**config.mk**
```make
export PLATFORM = sky130hd
export DESIGN_NAME = fp_wb_arbiter
export DESIGN_NICKNAME = d
export VERILOG_FILES = /design/src/rtl/fp_wb_arbiter.sv
export SDC_FILE = /design/constraint.sdc
export NUM_CORES = 1
export LEC_CHECK = 0
export CAP_MARGIN = 10
export CORE_MARGIN = 3
export CORE_UTILIZATION = 50
export CTS_BUF_LIST = sky130_fd_sc_hd__clkbuf_2 sky130_fd_sc_hd__clkbuf_4 sky130_fd_sc_hd__clkbuf_8
export DETAILED_ROUTE_END_ITERATION = 7
export DONT_BUFFER_PORTS = 1
export PLACE_DENSITY_LB_ADDON = 0.2
export SYNTH_ARGS = -nofsm -noshare
export SYNTH_HDL_FRONTEND = slang
export SYNTH_SLANG_ARGS = --single-unit
```
**constraint.sdc**
```tcl
create_clock -name i_clk -period 3.7 [get_ports i_clk]
set_input_delay 0.74 -clock i_clk [delete_from_list [all_inputs] [get_ports i_clk]]
set_output_delay 0.74 -clock i_clk [all_outputs]
set_load 0.02 [all_outputs]
```
**src/rtl/fp_wb_arbiter.sv**
```systemverilog
// fp_wb_arbiter
//   Writeback arbiter for the FPU result path. Each FP execution unit fires a
//   single-cycle result pulse into its own one-entry buffer. The arbiter
//   serialises the buffered results onto the single FP register-file write
//   port through a registered output stage.
//
// Build option:
//   FP_WB_ARB_RR_EN  defined   -> round-robin grant. The search starts one past
//                                 the last granted source.
//                    undefined -> fixed priority. The lowest occupied index wins.
//
// Ports:
//   i_clk, i_rst_n   clock, asynchronous active-low reset
//   i_src_valid      per-source result pulse (no backpressure)
//   i_src_result     per-source result, source k at [k*DATA_W +: DATA_W]
//   i_src_rd         per-source destination register, source k at [k*RD_W +: RD_W]
//   i_src_fflags     per-source exception flags (NV,DZ,OF,UF,NX), source k at [k*5 +: 5]
//   o_src_full       registered buffer-occupied bits; issue must not start unit k while set
//   o_wb_valid       writeback request
//   o_wb_data        writeback data
//   o_wb_rd          writeback destination register
//   o_wb_fflags      writeback flags
//   o_wb_src         index of the source currently on the output
//   i_wb_ready       write port accepts this cycle
//   o_overflow       sticky: a result arrived while its buffer could not take it
module fp_wb_arbiter #(
  parameter int NUM_SRC = 4,
  parameter int DATA_W  = 32,
  parameter int RD_W    = 5
) (
  input  logic                        i_clk,
  input  logic                        i_rst_n,
  input  logic [NUM_SRC-1:0]          i_src_valid,
  input  logic [NUM_SRC*DATA_W-1:0]   i_src_result,
  input  logic [NUM_SRC*RD_W-1:0]     i_src_rd,
  input  logic [NUM_SRC*5-1:0]        i_src_fflags,
  output logic [NUM_SRC-1:0]          o_src_full,
  output logic                        o_wb_valid,
  output logic [DATA_W-1:0]           o_wb_data,
  output logic [RD_W-1:0]             o_wb_rd,
  output logic [4:0]                  o_wb_fflags,
  output logic [$clog2(NUM_SRC)-1:0]  o_wb_src,
  input  logic                        i_wb_ready,
  output logic                        o_overflow
);

  localparam int IDX_W = $clog2(NUM_SRC);

  logic [NUM_SRC-1:0]             r_full;
  logic [NUM_SRC-1:0][DATA_W-1:0] r_data;
  logic [NUM_SRC-1:0][RD_W-1:0]   r_rd;
  logic [NUM_SRC-1:0][4:0]        r_fflags;

  logic              r_wbValid;
  logic [DATA_W-1:0] r_wbData;
  logic [RD_W-1:0]   r_wbRd;
  logic [4:0]        r_wbFflags;
  logic [IDX_W-1:0]  r_wbSrc;
  logic              r_overflow;

  logic               w_loadEn;
  logic               w_anyFull;
  logic [IDX_W-1:0]   w_grantIdx;
  logic [NUM_SRC-1:0] w_grantVec;

  // The output register may take a new result whenever it is empty or its
  // current result is being accepted by the write port.
  assign w_loadEn  = !r_wbValid || i_wb_ready;
  assign w_anyFull = |r_full;

`ifdef FP_WB_ARB_RR_EN
  // Last granted source. Resetting to NUM_SRC-1 makes the first search start at 0.
  logic [IDX_W-1:0] r_lastGrant;

  always_comb begin
    int               cand;
    logic [IDX_W-1:0] candIdx;
    logic             found;
    w_grantIdx = '0;
    found      = 1'b0;
    cand       = 0;
    candIdx    = '0;
    for (int off = 0; off < NUM_SRC; off++) begin
      cand    = (int'(r_lastGrant) + 1 + off) % NUM_SRC;
      candIdx = IDX_W'(cand);
      if (!found && r_full[candIdx]) begin
        w_grantIdx = candIdx;
        found      = 1'b1;
      end
    end
  end

  always_ff @(posedge i_clk or negedge i_rst_n) begin
    if (!i_rst_n) begin
      r_lastGrant <= IDX_W'(NUM_SRC - 1);
    end else if (w_loadEn && w_anyFull) begin
      r_lastGrant <= w_grantIdx;
    end
  end
`else
  // Fixed priority. The descending scan leaves the lowest occupied index as the winner.
  always_comb begin
    w_grantIdx = '0;
    for (int k = NUM_SRC - 1; k >= 0; k--) begin
      if (r_full[k]) begin
        w_grantIdx = IDX_W'(k);
      end
    end
  end
`endif

  always_comb begin
    w_grantVec = '0;
    if (w_loadEn && w_anyFull) begin
      w_grantVec[w_grantIdx] = 1'b1;
    end
  end

  // Source buffers. A granted buffer may be refilled on the same edge. A pulse
  // into an occupied, ungranted buffer is dropped and flagged.
  always_ff @(posedge i_clk or negedge i_rst_n) begin
    if (!i_rst_n) begin
      r_full     <= '0;
      r_data     <= '0;
      r_rd       <= '0;
      r_fflags   <= '0;
      r_overflow <= 1'b0;
    end else begin
      for (int k = 0; k < NUM_SRC; k++) begin
        if (i_src_valid[k] && (!r_full[k] || w_grantVec[k])) begin
          r_full[k]   <= 1'b1;
          r_data[k]   <= i_src_result[k*DATA_W +: DATA_W];
          r_rd[k]     <= i_src_rd[k*RD_W +: RD_W];
          r_fflags[k] <= i_src_fflags[k*5 +: 5];
        end else if (w_grantVec[k]) begin
          r_full[k] <= 1'b0;
        end
        if (i_src_valid[k] && r_full[k] && !w_grantVec[k]) begin
          r_overflow <= 1'b1;
        end
      end
    end
  end

  // Output stage. The payload fields keep their last value when nothing is
  // granted, so only the valid bit drops.
  always_ff @(posedge i_clk or negedge i_rst_n) begin
    if (!i_rst_n) begin
      r_wbValid  <= 1'b0;
      r_wbData   <= '0;
      r_wbRd     <= '0;
      r_wbFflags <= '0;
      r_wbSrc    <= '0;
    end else if (w_loadEn) begin
      if (w_anyFull) begin
        r_wbValid  <= 1'b1;
        r_wbData   <= r_data[w_grantIdx];
        r_wbRd     <= r_rd[w_grantIdx];
        r_wbFflags <= r_fflags[w_grantIdx];
        r_wbSrc    <= w_grantIdx;
      end else begin
        r_wbValid <= 1'b0;
      end
    end
  end

  assign o_src_full  = r_full;
  assign o_wb_valid  = r_wbValid;
  assign o_wb_data   = r_wbData;
  assign o_wb_rd     = r_wbRd;
  assign o_wb_fflags = r_wbFflags;
  assign o_wb_src    = r_wbSrc;
  assign o_overflow  = r_overflow;

endmodule
```
# Word-level counts from Yosys, hierarchy flattened
# Index checks and enable logic that the tools add are counted.
dict set report word_totals {
  elab_cells 85
  regBits 218
  input_bits 175
}
dict set report op_classes {
  n_reduce_logical 35
  n_lt_le_gt_ge 2
  muxes 26
}
# cell count
set op_table {}
lappend op_table {{32-bit binary-select mux with 2-bit select} 1}
lappend op_table {{32-bit 2-to-1 mux} 1}
lappend op_table {{5-bit binary-select mux with 2-bit select} 2}
lappend op_table {{1-bit logical AND} 14}
lappend op_table {{1-bit 2-to-1 mux} 14}
lappend op_table {{5-bit 2-to-1 mux} 2}
lappend op_table {{1-bit logical NOT} 9}
lappend op_table {{2-bit 2-to-1 mux} 4}
lappend op_table {{2-bit nonzero test} 4}
lappend op_table {{1-bit logical OR} 5}
lappend op_table {{4-bit 2-to-1 mux} 1}
lappend op_table {{4-bit nonzero test} 1}
lappend op_table {{4-bit OR reduction} 1}
lappend op_table {{2-bit by 3-bit less-than comparator with 1-bit output (second input constant)} 1}
lappend op_table {{1-bit demux with 2-bit select} 1}
lappend op_table {{2-bit by 1-bit >= comparator with 1-bit output (second input constant)} 1}
lappend op_table {{2-bit AND reduction} 1}

# Logic depth before layout (Yosys ltp)
# Gate-level depths: netlist (run 1).
dict set report logic_depth {
  word_depth 15
  depth_mapped 7
  mapped_depth_nobuf 4
}

# Least setup slack after synthesis (run 1)
# Ideal clock, no wire load.
dict set report synth_path {
  path_type {input -> register}
  startpoint {input i_wb_ready}
  endpoint {register r_data[32] in the netlist's numbering}
  path_slack_ns 1.738
  path_stages 6
  path_buffers 2
  required_time_ns 3.575
  arrival_ns 1.837
  cell_sequence {nor2b_1 -> buf_2 -> o21ai_0 -> nand2_1 -> buf_2 -> mux2_2}
}
dict set report synth_via {
  elab_chain_len 5
}
# element line_no
set synth_lines {}
lappend synth_lines {{start: declaration} 43} ;# input logic i_wb_ready,
lappend synth_lines {{1-bit logical OR} 68} ;# assign w_loadEn = !r_wbValid || i_wb_ready;
lappend synth_lines {{1-bit logical AND} 114} ;# if (w_loadEn && w_anyFull) begin
lappend synth_lines {{4-bit 2-to-1 mux} 114}
lappend synth_lines {{1-bit logical OR} 130} ;# if (i_src_valid[k] && (!r_full[k] || w_grantVec[k])) begin
lappend synth_lines {{1-bit logical AND} 130}
lappend synth_lines {{end signal: indexed assignment} 132} ;# r_data[k] <= i_src_result[k*DATA_W +: DATA_W];
lappend synth_lines {{end: declaration} 50} ;# logic [NUM_SRC-1:0][DATA_W-1:0] r_data;
# No other way between the ends.
# A chain may end at the register's enable or synchronous reset.

# Worst setup path after layout (run 1)
dict set report layout_path {
  startpoint {register r_wbValid, in the netlist o_wb_valid}
  endpoint {register r_data[40] in the netlist's numbering}
}
dict set report layout_via {
  elab_chain_len 6
}
# element line_no
set layout_lines {}
lappend layout_lines {{start: declaration} 54} ;# logic r_wbValid;
lappend layout_lines {{start signal: assignment} 149} ;# r_wbValid <= 1'b0;
lappend layout_lines {{start signal: assignment} 156} ;# r_wbValid <= 1'b1;
lappend layout_lines {{start signal: assignment} 162} ;# r_wbValid <= 1'b0;
lappend layout_lines {{1-bit logical NOT} 68}
lappend layout_lines {{1-bit logical OR} 68}
lappend layout_lines {{1-bit logical AND} 114}
lappend layout_lines {{4-bit 2-to-1 mux} 114}
lappend layout_lines {{1-bit logical OR} 130}
lappend layout_lines {{1-bit logical AND} 130}
# No other way between the ends.

==> summary.txt, run 1 <==
Run status
  – Status: finished with violations
  – Violated checks: negative hold slack

Clock network
  – Max clock buf depth: 3
  – Post-CTS Setup Bufs: 0
  – CTS-repair resized insts: 0
  – TritonCTS buffer count: 38
  – CTS tree: yes
  – Clock Latency Late Sink: 520 ps
  – Clock-pin transition on the worst setup and hold timing paths: 60 ps
  – Root buffer cell: clkbuf_8
  – CTS H-tree depth: 2
  – Clock tree sinks: 218

Routing
  – WL met2: 11.6 mm
  – Vias/cell: 6.07
  – DRT met1 WL: 10.3 mm
  – Wire length on met3: 2.10 mm
  – Via Count: 6123
  – WL/cell: 24.4 um
  – DRC Markers: 0
  – Initial DRC count: 284
  – Antenna viol nets, final: 0
  – DR top layer: met5
  – Detailed Routing Iterations Pass 1: 5
  – Routed WL: 24.6 mm

STA
  – Achievable frequency: 375 MHz
  – Hold slack: -85.8 ps
  – Slew @ Worst Pin: 1110 ps
  – Minimum clock period: 2670 ps
  – Final setup skew: 14.3 ps
  – Max-slew violations: 0
  – Max-slew headroom: 26.0%
  – Setup tns final: 0 ps
  – Setup-failing EPs final: 0
  – Fin crit share: 72.1%
  – RSZ-0062 raised after global routing: no
  – Final Hold Vio Count: 218
  – Final worst-path setup slack: 1030 ps

Worst hold path
  – Hold Crit Class: input pin to async pin

Place
  – DPL Wire Length: 15.7 mm
  – Gpl congestion: 0.777
  – Port buffer count: 0
  – Pre-CTS WS: 816 ps
  – Placed cell areas: 0.0100 mm^2

Logic synthesis
  – Top-count cell post-synth: dfrtp_1
  – Cell taking the most area after synthesis: dfrtp_1
  – Post-synthesis sequential area ratio: 55.7%
  – Largest cells by area after synthesis: dfrtp_1 56%, mux2_2 15%, mux2_4 6.1%
  – Share of the synthesized area in the top cell type: 55.7%
  – Mapped cell area: 0.00979 mm^2
  – Post-synth EDFFs: 0
  – Ys Warns: 0
  – Cell variety after synth: 29
  – Mapped Cells: 734
  – Most common library cells after synthesis: 218 x dfrtp_1, 129 x mux2_2, 86 x nor2b_1
  – Top FF cell, synth: dfrtp_1
  – Synthesis-stage register bit count: 218
  – Mapped Nets: 909
  – Syn_area_per_cell: 13.3 um^2
  – Ys async rst share: 100%

Final layout
  – P&R area growth vs syn: 10.0%
  – Layout cells sized above 1: 34.4%
  – Nets: 898
  – Filler Cells Inserted: 1540
  – Design area: 0.0108 mm^2

Power and ir drop
  – Static leakage: 4.45 nW
  – Seq pwr share: 52.4%
  – Worst VDD drop: 0.000308 V
  – Clock network power share: 34.5%
  – Total power: 6.30 mW
  – Pint: 4.68 mW
  – Net switching power: 1.62 mW
  – Combinational cell fraction of total power: 13.1%
  – PwrDens: 585 mW/mm^2
  – Switching share of power: 25.8%

Setup path
  – Worst Path Arrival: 3070 ps
  – Worst reg-to-reg path cell count: 5
  – Worst setup EP type: flop
  – RR Startpoint: o_wb_valid
  – Reg-to-Reg End: r_data[40]
  – R2R Setup Slk: 1030 ps
  – Worst Path Max Fanout: 22
  – Worst-path cell chain: nor2b_1, o21ai_0, nand2_2, buf_12, mux2_2
  – CP Launch Type: flop
  – Kind of critical path: flop to flop
  – Worst EP required: 4100 ps
  – CP max-delay cell: nor2b_1
  – CP peak stage delay: 660 ps

Floorplan
  – Die Span X: 146 um
  – Core ar.: 0.0190 mm^2
  – Starting density of the core: 51.7%
  – Std-Cell Rows: 50
  – I/O pin cnt: 225
  – DIE AREA: 0.0213 mm^2
  – Die Span Y: 146 um

Global route
  – Pin count of the biggest net entering global routing: 219
  – Initial antenna violation count: 6
  – GRT Total Usage: 22.8%
  – First-pass GRT wire length: 38.4 mm
  – Vias in the first global route: 6715
  – Remaining global-route overflow: 0

Flow run
  – Max-cap violations: 0
## cell families (layout without fill, tap and decap cells)
group	Yosys count	after routing	synth area share, %
buffers and inverters	63	74	3.08
AO/OA/AOI/OAI	176	176	13.6
other	0	3	0
flip-flops	218	218	55.7
AND/OR/NAND/NOR	108	108	6.68
multiplexers	169	169	21.0
## state kept, by name (all words and copies together) (netlist names)
signal / cells
r_fflags: 20
o_wb_rd: 5
o_wb_fflags: 5
o_overflow: 1
r_rd: 20
o_wb_data: 32
r_data: 128
o_wb_valid: 1
o_wb_src: 2
o_src_full: 4
## worst max-delay path by stage
stage | slack (ps) | end | from
global route | 840 | r_data[36] | o_wb_valid
global placement | 920 | r_data[37] | i_wb_ready
detailed placement | 820 | r_rd[6] | i_wb_ready
floorplan | 1740 | r_data[32] | i_wb_ready
finish | 1030 | r_data[40] | o_wb_valid
CTS | 1000 | r_data[40] | o_wb_valid
## cells in the final DEF, fill, tap and decap left out, types with 5 or more instances in the layout
cell type and instances:
mux2_2 129, o221ai_1 41, a221oi_1 41, clkbuf_4 15, dfrtp_1 215, mux2_4 40
o21a_1 41, clkbuf_8 46, buf_12 6, nor2b_1 84, a21oi_1 41, nand2b_1 6
nor2_1 6, buf_4 5
## power groups by stage
stage                     clock, mW  combinational (mW)  sequential (mW)
final                          2.17               0.825             3.30
after global routing           2.36               0.906             3.35
after detailed placement          0               0.832             3.33
after CTS                      2.23               0.835             3.30
after global placement            0               0.787             3.31
after floorplan                   0               0.716             3.22
## area by class of cell
type                       instances  area [um^2]  share of cell area [%]
antenna                            3         7.51                  0.0697
clock buffer                      61          746                    6.92
clock inverter                     1         7.51                  0.0697
inverter                           1         3.75                  0.0348
multi-input combinational        453         4070                    37.7
sequential                       218         5460                    50.7
tap                              260          325                    3.02
timing repair buffer              11          158                    1.46
## through the flow
step / cells / hold WS [ps] / util (%)
floorplan: 734 / 444 / -
global placement: 943 / 449 / 52.8
detailed placement: 943 / 451 / 52.8
CTS: 1005 / -114 / 56.8
global route: 1007 / -121 / 56.8
finish: 1008 / -85.8 / 56.9
## worst max-delay path, delay by kind of cell (launching register included)
family / cells / cell delay (ps)
flops: 1 / 490
simple gates: 2 / 1190
mux: 1 / 350
compound gates: 1 / 250
buf+inv: 1 / 260
## layer usage
layer	global-route usage, %	vias up
met5	0	-
met4	7.22	8
met1	29.6	3122
li1	-	2701
met3	7.66	52
met2	36.3	240
No activity file was read; power rests on OpenSTA's default activity.
==> run 2, diff against run 1 <==
Clock period 3.7 ns to 2.5 ns, I/O delays scaled along.
==> summary.txt, run 2 (same netlist as run 1, synthesis figures left out) <==
Floorplan
  – Die Span Y: 146 um (unchanged)
  – Starting density of the core: 51.7% (unchanged)
  – DIE AREA: 0.0213 mm^2 (unchanged)
  – I/O pin cnt: 225 (unchanged)
  – Std-Cell Rows: 50 (unchanged)
  – Die Span X: 146 um (unchanged)
  – Core ar.: 0.0190 mm^2 (unchanged)

STA
  – Slew @ Worst Pin: 991 ps (-120 ps)
  – Final Hold Vio Count: 218 (unchanged)
  – Final setup skew: 13.7 ps (-0.596 ps)
  – Achievable frequency: 463 MHz
  – Hold slack: -320 ps (-235 ps)
  – Setup tns final: 0 ps (unchanged)
  – Setup-failing EPs final: 0 (unchanged)
  – Max-slew headroom: 34.0% (+8.0 points)
  – RSZ-0062 raised after global routing: no
  – Final worst-path setup slack: 339 ps (-695 ps)
  – Fin crit share: 86.5%
  – Max-slew violations: 0 (unchanged)
  – Minimum clock period: 2160 ps

Routing
  – Initial DRC count: 292 (+2.8%)
  – Routed WL: 24.3 mm (-0.88%)
  – Vias/cell: 6.09 (+0.29%)
  – Antenna viol nets, final: 0 (unchanged)
  – Via Count: 6214 (+1.5%)
  – DRC Markers: 0 (unchanged)
  – WL/cell: 23.9 um (-2.0%)
  – Detailed Routing Iterations Pass 1: 4 (-1)

Final layout
  – Layout cells sized above 1: 35.7% (+1.3 points)
  – Leading cell type in the layout, fill and taps excluded: dfrtp_1
  – Antenna diodes: 0 (-3)
  – Nets: 908 (+1.1%)
  – P&R area growth vs syn: 11.5%
  – Largest Register: r_data
  – Filler Cells Inserted: 1497 (-2.8%)
  – Most frequent cells in the layout: 215 x dfrtp_1, 129 x mux2_2, 84 x nor2b_1, 53 x clkbuf_8
  – Max FFs per register: 128 (unchanged)

Global route
  – GRT Total Usage: 22.6% (-0.15 points)
  – Pin count of the biggest net entering global routing: 219 (unchanged)
  – First-pass GRT wire length: 38.5 mm (+0.12%)
  – Remaining global-route overflow: 0 (unchanged)
  – Vias in the first global route: 6716 (+0.015%)
  – Initial antenna violation count: 2 (-4)

Setup path
  – Worst path bufs/invs: 1 (unchanged)
  – CP Launch Type: flop
  – Worst Path Max Fanout: 32 (+45%)
  – CP max-delay cell: dfrtp_2
  – CP Depth: 1 (-4)
  – RR Startpoint: o_src_full[0]
  – CP top delay family: flip-flops
  – Crit. Startpoint: o_src_full[1]
  – Worst reg-to-reg path cell count: 6 (+1)
  – Worst EP required: 2000 ps (-2100 ps)
  – Worst Path Arrival: 1660 ps (-1410 ps)
  – CP peak stage delay: 610 ps (-50 ps)
  – Worst setup EP type: output pin
  – Kind of critical path: flop to output pin
  – Worst-path cell chain: buf_4

Clock network
  – TritonCTS buffer count: 39 (+2.6%)
  – Clock tree sinks: 218 (unchanged)
  – Max clock buf depth: 3 (unchanged)
  – CTS tree: yes
  – CTS H-tree depth: 2 (unchanged)
  – CTS-repair resized insts: 0 (unchanged)
  – Clock Latency Late Sink: 510 ps (about the same)
  – Post-CTS Setup Bufs: 0 (unchanged)
  – Clock-pin transition on the worst setup and hold timing paths: 60 ps (about the same)
  – Root buffer cell: clkbuf_8

Flow run
  – Max-cap violations: 0 (unchanged)

Run status
  – Status: finished with violations
  – Violated checks: negative hold slack

Place
  – DPL Wire Length: 15.6 mm (-0.64%)
  – Gpl congestion: 0.815 (+4.9%)
  – Pre-CTS WS: 420 ps (-396 ps)
  – Port buffer count: 0 (unchanged)

Power and ir drop
  – PwrDens: 887 mW/mm^2 (+52%)
  – Static leakage: 4.54 nW (+2.0%)
  – Worst VDD drop: 0.000463 V (+50%)

Worst hold path
  – Hold Crit Class: input pin to async pin
[run 2: per-stage QoR]
stage                     cells  area [um^2]  power [mW]  util [%]  hold WS (ps)
final                      1020        10900        9.69      57.6          -320
after global routing       1020        10900        10.2      57.6          -354
after CTS                  1020        10900        9.78      57.6          -351
after detailed placement    952        10100        6.17      53.1           211
after global placement      952        10100        6.07      53.1           211
after floorplan             734         9790        5.82         -           204
[run 2: final timing paths]
path / slack (ps) / endpoint
min reg2reg: 510 / r_data[70]
max reg2reg: 400 / o_wb_rd[2]
min: -320 / r_fflags[18]
max: 340 / o_src_full[1]
min in group i_clk: 90 / o_src_full[3]
max in group asynchronous: 2270 / o_src_full[0]
[run 2: final cells by class]
type	count	area [um^2]	area share (%)
Clock inverter	3	40.0	0.367
Inverter	1	3.75	0.0344
Timing Repair Buffer	20	200	1.83
Tap cell	260	325	2.98
Multi-Input combinational cell	453	4070	37.3
Clock buffer	65	820	7.51
Sequential cell	218	5460	50.0
[run 2: routing by layer]
| layer | track usage (%) | part of all wire, % | wire length (um) |
|---|---|---|---|
| met4 | 5.98 | 1.6 | 385 |
| met5 | 0 | 0.13 | 32 |
| met3 | 8.25 | 8.7 | 2110 |
| met2 | 36.9 | 48 | 11700 |
| met1 | 28.7 | 41 | 10100 |
[run 2: where the power goes]
part	switching (mW)	internal (mW)	leakage (nW)
sequential	0.619	4.27	2.55
combinational	0.444	0.789	1.53
clock	1.41	2.16	0.458
total	2.47	7.21	4.54
